**config.mk**
```make
export PLATFORM = sky130hd
export DESIGN_NAME = div_ctrl
export DESIGN_NICKNAME = d
export VERILOG_FILES = /design/src/rtl/div_ctrl.sv
export SDC_FILE = /design/constraint.sdc
export NUM_CORES = 1
export LEC_CHECK = 0
export BUFFER_PORTS_ARGS = -buffer_cell sky130_fd_sc_hd__buf_2
export CAP_MARGIN = 20
export CELL_PAD_IN_SITES_DETAIL_PLACEMENT = 2
export CELL_PAD_IN_SITES_GLOBAL_PLACEMENT = 2
export CORE_ASPECT_RATIO = 1.25
export CORE_MARGIN = 4
export CORE_UTILIZATION = 32
export DETAILED_ROUTE_END_ITERATION = 8
export PLACE_DENSITY = 0.83
export SETUP_SLACK_MARGIN = 0.05
export SLEW_MARGIN = 10
export SYNTH_ARGS = -nofsm -noshare
export SYNTH_HDL_FRONTEND = slang
export SYNTH_SLANG_ARGS = --single-unit
```
**constraint.sdc**
```tcl
create_clock -name clk -period 2.7 [get_ports clk]
set_input_delay 0.81 -clock clk [delete_from_list [all_inputs] [get_ports clk]]
set_output_delay 0.81 -clock clk [all_outputs]
set_load 0.02 [all_outputs]
```
**src/rtl/div_ctrl.sv**
```systemverilog
// Multi-cycle restoring divider for DIV/DIVU: one shift/subtract step per cycle,
// returns {remainder, quotient} with MIPS sign rules; divide-by-zero yields 0.
module div_ctrl #(
    parameter int DATA_W = 32,
    parameter int CNT_W  = 6
) (
    input  logic                clk,
    input  logic                rst,
    input  logic                signed_div_i,
    input  logic [DATA_W-1:0]   opdata1_i,
    input  logic [DATA_W-1:0]   opdata2_i,
    input  logic                start_i,
    input  logic                annul_i,
    output logic [2*DATA_W-1:0] result_o,
    output logic                ready_o,
    output logic                busy_o
);

    typedef enum logic [1:0] {S_IDLE, S_BYZERO, S_ON, S_END} state_e;

    state_e                state_q, state_d;
    logic [CNT_W-1:0]      cnt_q, cnt_d;
    logic [2*DATA_W:0]     w_q, w_d;
    logic [DATA_W-1:0]     dvs_q, dvs_d;
    logic                  sdiv_q, sdiv_d;
    logic                  neg1_q, neg1_d;
    logic                  neg2_q, neg2_d;
    logic [2*DATA_W-1:0]   result_q, result_d;

    logic [DATA_W:0]       t;
    logic [DATA_W-1:0]     a_abs, b_abs, q_fin, r_fin;

    always_ff @(posedge clk or negedge rst) begin
        if (!rst) begin
            state_q  <= S_IDLE;
            cnt_q    <= '0;
            w_q      <= '0;
            dvs_q    <= '0;
            sdiv_q   <= 1'b0;
            neg1_q   <= 1'b0;
            neg2_q   <= 1'b0;
            result_q <= '0;
        end else begin
            state_q  <= state_d;
            cnt_q    <= cnt_d;
            w_q      <= w_d;
            dvs_q    <= dvs_d;
            sdiv_q   <= sdiv_d;
            neg1_q   <= neg1_d;
            neg2_q   <= neg2_d;
            result_q <= result_d;
        end
    end

    always_comb begin
        state_d  = state_q;
        cnt_d    = cnt_q;
        w_d      = w_q;
        dvs_d    = dvs_q;
        sdiv_d   = sdiv_q;
        neg1_d   = neg1_q;
        neg2_d   = neg2_q;
        result_d = result_q;

        // Magnitudes: INT_MIN negates to itself, which is the correct unsigned magnitude.
        a_abs = (signed_div_i && opdata1_i[DATA_W-1]) ? -opdata1_i : opdata1_i;
        b_abs = (signed_div_i && opdata2_i[DATA_W-1]) ? -opdata2_i : opdata2_i;

        t = {1'b0, w_q[2*DATA_W-1:DATA_W]} - {1'b0, dvs_q};

        q_fin = w_q[DATA_W-1:0];
        r_fin = w_q[2*DATA_W:DATA_W+1];
        if (sdiv_q && (neg1_q ^ neg2_q)) q_fin = -w_q[DATA_W-1:0];
        if (sdiv_q && neg1_q)            r_fin = -w_q[2*DATA_W:DATA_W+1];

        case (state_q)
            S_IDLE: begin
                if (start_i && !annul_i) begin
                    if (opdata2_i == '0) begin
                        state_d = S_BYZERO;
                    end else begin
                        state_d = S_ON;
                        sdiv_d  = signed_div_i;
                        neg1_d  = opdata1_i[DATA_W-1];
                        neg2_d  = opdata2_i[DATA_W-1];
                        dvs_d   = b_abs;
                        w_d     = {{DATA_W{1'b0}}, a_abs, 1'b0};
                        cnt_d   = '0;
                    end
                end
            end
            S_BYZERO: begin
                state_d  = S_END;
                result_d = '0;
            end
            S_ON: begin
                if (annul_i) begin
                    state_d  = S_IDLE;
                    result_d = '0;
                    cnt_d    = '0;
                end else if (cnt_q == CNT_W'(DATA_W)) begin
                    state_d  = S_END;
                    result_d = {r_fin, q_fin};
                end else begin
                    if (t[DATA_W]) w_d = {w_q[2*DATA_W-1:0], 1'b0};
                    else           w_d = {t[DATA_W-1:0], w_q[DATA_W-1:0], 1'b1};
                    cnt_d = cnt_q + 1'b1;
                end
            end
            S_END: begin
                if (!start_i || annul_i) begin
                    state_d  = S_IDLE;
                    result_d = '0;
                end
            end
            default: state_d = S_IDLE;
        endcase
    end

    assign result_o = result_q;
    assign ready_o  = (state_q == S_END);
    assign busy_o   = (state_q == S_BYZERO) || (state_q == S_ON);

endmodule

```
# After elaboration in Yosys (flattened, before gate mapping)
# Index checks and enable logic that the tools add are counted.
# totals
output_inout_bits,66
ff_bits,172
input_bits,69
# op_classes
add_sub_neg,6
mux,25
reduce_logical,18
eq_ne,11
bitwise_logic,2
# ops
operator,count
2-to-1 mux 65 bit,5
2-to-1 mux 64 bit,3
case mux 64 bit (3 select lines),1
case mux 65 bit (2 select lines),1
2-to-1 mux 32 bit,4
negator 32 bit,4
subtractor 32 x 32 -> 33 bit,1
logical NOT 32 bit,1
2-to-1 mux 6 bit,4
case mux 6 bit (2 select lines),1
2-to-1 mux 2 bit,5
AND reduction 3 bit,3
!= test 2 bit (second input constant),4
case mux 2 bit (4 select lines),1
adder 6 x 1 -> 6 bit (second input constant),1
== test 6 bit (second input constant),1
!= test 3 bit (second input constant),2
logical AND 1 bit,5
AND reduction 5 bit,1
== test 2 bit (second input constant),2
AND reduction 4 bit,1
nonzero test 3 bit,1
== test 2 x 1 -> 1 bit (second input constant),1
logical NOT 1 bit,2
6 further kinds,7

# Logic depth before layout (Yosys ltp)
# depth
ltp_word,6
mapped_depth,13

# Least setup slack after synthesis
# No wires, ideal clock.
# synth_path
path_kind,input to register
start,in opdata1_i[11]
end,reg w_q[30]
slack_ns,-0.486
t_required_ns,2.575
t_arrival_ns,3.062
setup_ns,0.125
path_stages,9
path_cell_list,or4_4 -> or4_4 -> or4_4 -> nor2_2 -> and2_4 -> a21oi_2 -> xnor2_2 -> o21ai_1 -> mux2_2
# synth_between
elab_chain_cells,5
# synth_lines
element,line_no,rtl
"start, declared",10,"input logic [DATA_W-1:0] opdata1_i,"
negator 32 bit,66,a_abs = (signed_div_i && opdata1_i[DATA_W-1]) ? -opdata1_i : opdata1_i;
2-to-1 mux 32 bit,66,
2-to-1 mux 65 bit,79,if (opdata2_i == '0) begin
2-to-1 mux 65 bit,78,if (start_i && !annul_i) begin
case mux 65 bit (2 select lines),76,case (state_q)
"end signal, assigned",46,w_q <= w_d;
"end, declared",23,"logic [2*DATA_W:0] w_q, w_d;"
# No other way between the ends. The select of a mux whose other input is x is not followed.
# A chain may end at the register's enable or synchronous reset.

# Worst setup path in the final report
# layout_path
start,reg w_q[45]
end,reg w_q[64]
# layout_between
elab_chain_cells,5
# layout_lines
element,line_no,rtl
subtractor 32 x 32 -> 33 bit,69,"t = {1'b0, w_q[2*DATA_W-1:DATA_W]} - {1'b0, dvs_q};"
2-to-1 mux 65 bit,105,"if (t[DATA_W]) w_d = {w_q[2*DATA_W-1:0], 1'b0};"
2-to-1 mux 65 bit,101,end else if (cnt_q == CNT_W'(DATA_W)) begin
2-to-1 mux 65 bit,97,if (annul_i) begin
case mux 65 bit (2 select lines),76,
# No other way between the ends. The select of a mux whose other input is x is not followed.

==> metrics.txt <==
later-pin clock latency in the skew report=500 ps; die width=177 µm; Critical path origin=w_q[45]; Max stage delay on crit path=440 ps; Reg clk slew, reported paths=90 ps; HPWL after detailed placement=36.8 mm; number of synthesis warnings=0; RSZ-0062 raised after global routing=yes; Post-synth EDFFs=0; slowest CP cell=dfrtp_1; DRC Markers=0; CP endpoint kind=flip-flop; crit-path cells=ha_1, a21oi_4, inv_1, a31oi_1, or3b_4, a221oi_4, a21oi_2, a31oi_4, buf_6, buf_12, buf_4, buf_8, a32oi_1, o21ai_1; RD Place Congestion=roughly 0.84; register bit total from synthesis=172; endpoints failing setup=170; cells after synthesis=between 1000 and 1500; vias=14500; Primary FF master, synth=dfrtp_1; Mapped Area=11400 µm²; Via density=6.42; Avg Inst Size Synth=8.42 µm²; r2r endpoint=w_q[64]; CP Max Fanout=7; PD cells=1170 nW/µm²; drt pass-1 iters=7; minimum clock period=3690 ps; violated checks=setup timing; CTS tree=built; synth unique cells=72; Setup CP Type=flip-flop to flip-flop; r2r startpoint=w_q[45]; Setup WS post-layout=-988 ps; FF-to-FF setup slack=-990 ps; final hold violation count=0; vias in the first global route=~15000; Rows=76; maximum root-to-sink buffer count=2; Mapped Nets=1464; worst-case reg-to-reg path depth=14; Crit path buffers/inverters=5; data arrival time at the worst-slack endpoint=~4000 ps; Max Freq=271 MHz; clk sinks=between 150 and 200; outcome=finished with violations; Tcrit/Tclk final=1.37; sequential area share after synthesis=0.378; H-tree depth=4; total CTS buffers=17; Worst setup SP type=flip-flop; Nets=1886; Slew Viols, Final=0; max_slew headroom=0.284; Syn-to-layout area delta=60.6%; most common cell after layout, fill and taps aside=buf_4; initial antenna violation count=5; hold_ws=274 ps; die area=38600 µm²; Leakage=8.43 nW; clock skew=22.8 ps; post-route ant nets=0; Hold Crit Class=primary input to asynchronous set/reset pin; largest net degree at the start of global routing=60; CP required=between 3000 and 4000 ps; Post-synth ARST share=1.00; DP Worst Slack=-772 ps; wire per inst=36.8 µm; layout cells sized above 1=0.457; Die Y=219 µm; TNS Setup=-55540 ps; Top delay family on crit path=compound AO/OA/AOI/OAI gates; CTS root buf=clkbuf_16; Max VDD drop=~550 µV; commonest non-fill, non-tap cells in the layout=buf_4 (263), dfrtp_1 (170), nand2_1 (155), buf_2 (129), nor2_1 (87); detailed router's first-iteration violation count=1121; final wirelength=82.9 mm; MaxCap Viol Count=0; # IOs=135; I/O Buffers=134; Post-CTS Hold Fix Bufs=0; Tot GR Track Use=0.342; global route overflow=0; first-pass GRT wire length=99.9 mm; Worst-Margin Slew=1070 ps; core area=around 35000 µm²; Initial Util=0.327
-- Yosys cell counts (10+ instances only) --
cell type,n,area (µm²)
a21o_1,19,143
a21oi_1,105,526
buf_4,11,82.6
clkbuf_1,51,191
dfrtp_1,172,4300
ha_1,43,538
inv_1,58,218
mux2i_1,26,260
nand2_1,192,721
nand2b_1,14,87.6
nand3_1,15,75.1
nor2_1,105,394
nor3_1,20,100
nor4_1,14,87.6
o21ai_0,144,721
o21ai_1,19,95.1
o31ai_1,46,345
or3_1,15,93.8
or4_1,10,75.1
xnor2_1,55,482
xor2_1,87,762
-- routing by layer --
metal  GRT usage  share of wire  vias to the layer above
met5           0        0.00057                        -
met1       0.354           0.33                     7279
li1            -              -                     5587
met2       0.625           0.49                     1035
met3      0.0625          0.070                      566
met4       0.227           0.11                        6
-- power by group --
part	total (mW)	internal (mW)	leakage, nW	switching [mW]
registers	4.54	3.42	2.25	1.12
logic	14.0	5.41	5.91	8.62
clock network	2.80	1.40	0.278	1.39
total	21.4	10.2	8.43	11.1
-- worst max-delay path by stage --
| stage | endpoint | slack, ps | depth (start not counted) |
|---|---|---|---|
| 2_1_floorplan | w_q[30] | -450 | 9 |
| 3_3_place_gp | w_q[28] | -660 | 10 |
| 3_5_place_dp | w_q[26] | -770 | 10 |
| 4_1_cts | w_q[33] | -580 | 14 |
| 5_1_grt | w_q[64] | -1020 | 14 |
| 6_report | w_q[64] | -990 | 14 |
-- cell type report --
type | count | area, µm²
Multi-Input combinational cell | 1048 | 8550
Tap cell | 468 | 586
Antenna cell | 1 | 2.50
Clock buffer | 20 | 447
Timing Repair Buffer | 476 | 4020
Inverter | 58 | 218
Clock inverter | 12 | 136
Sequential cell | 172 | 4310
Fill cell | 3591 | 16500
-- worst reg2reg max path, delay by kind of cell, from the launching register on --
family / cells / cell delay, ps
adders and majority gates: 1 / 400
buffers and inverters: 5 / 660
and+or+nand+nor: 1 / 440
AOI/OAI and AO/OA: 7 / 1610
DFF: 1 / 440
-- through the flow --
stage	util	power (mW)	std cells	cell area, µm²
after CTS	0.477	17.4	2204	16600
after floorplan	-	9.11	1351	11600
after global placement	0.416	12.2	2123	14500
final	0.525	21.4	2255	18300
after detailed placement	0.416	13.1	2123	14500
after global routing	0.525	21.8	2254	18300
-- flip-flops by register name, indices dropped and copies added, names as in the netlist --
register and count:
w_q 65, sdiv_q 1, cnt_q 6, result_o 64
state_q 2, dvs_q 32, neg2_q 1, neg1_q 1
-- repair_timing --
| action | in CTS | in global routing |
|---|---|---|
| cloned | 12 | 9 |
| setup buffers | 41 | 53 |
| resized for setup | 214 | 275 |
| endpoints found under the setup margin | 128 | 170 |
| pin swaps | 72 | 106 |
| hold endpoints to repair | 0 | 0 |
-- cells by family after synthesis --
| family | count (synthesis) | synth area share |
|---|---|---|
| adder cells (fa/ha/maj) | 44 | 0.0491 |
| AND/OR/NAND/NOR | 429 | 0.172 |
| XOR/XNOR | 143 | 0.111 |
| multiplexers | 32 | 0.0288 |
| flip-flops | 172 | 0.378 |
| AO/OA/AOI/OAI | 398 | 0.212 |
| buffers and inverters | 133 | 0.0492 |
Power figures use the tool's default switching activity.
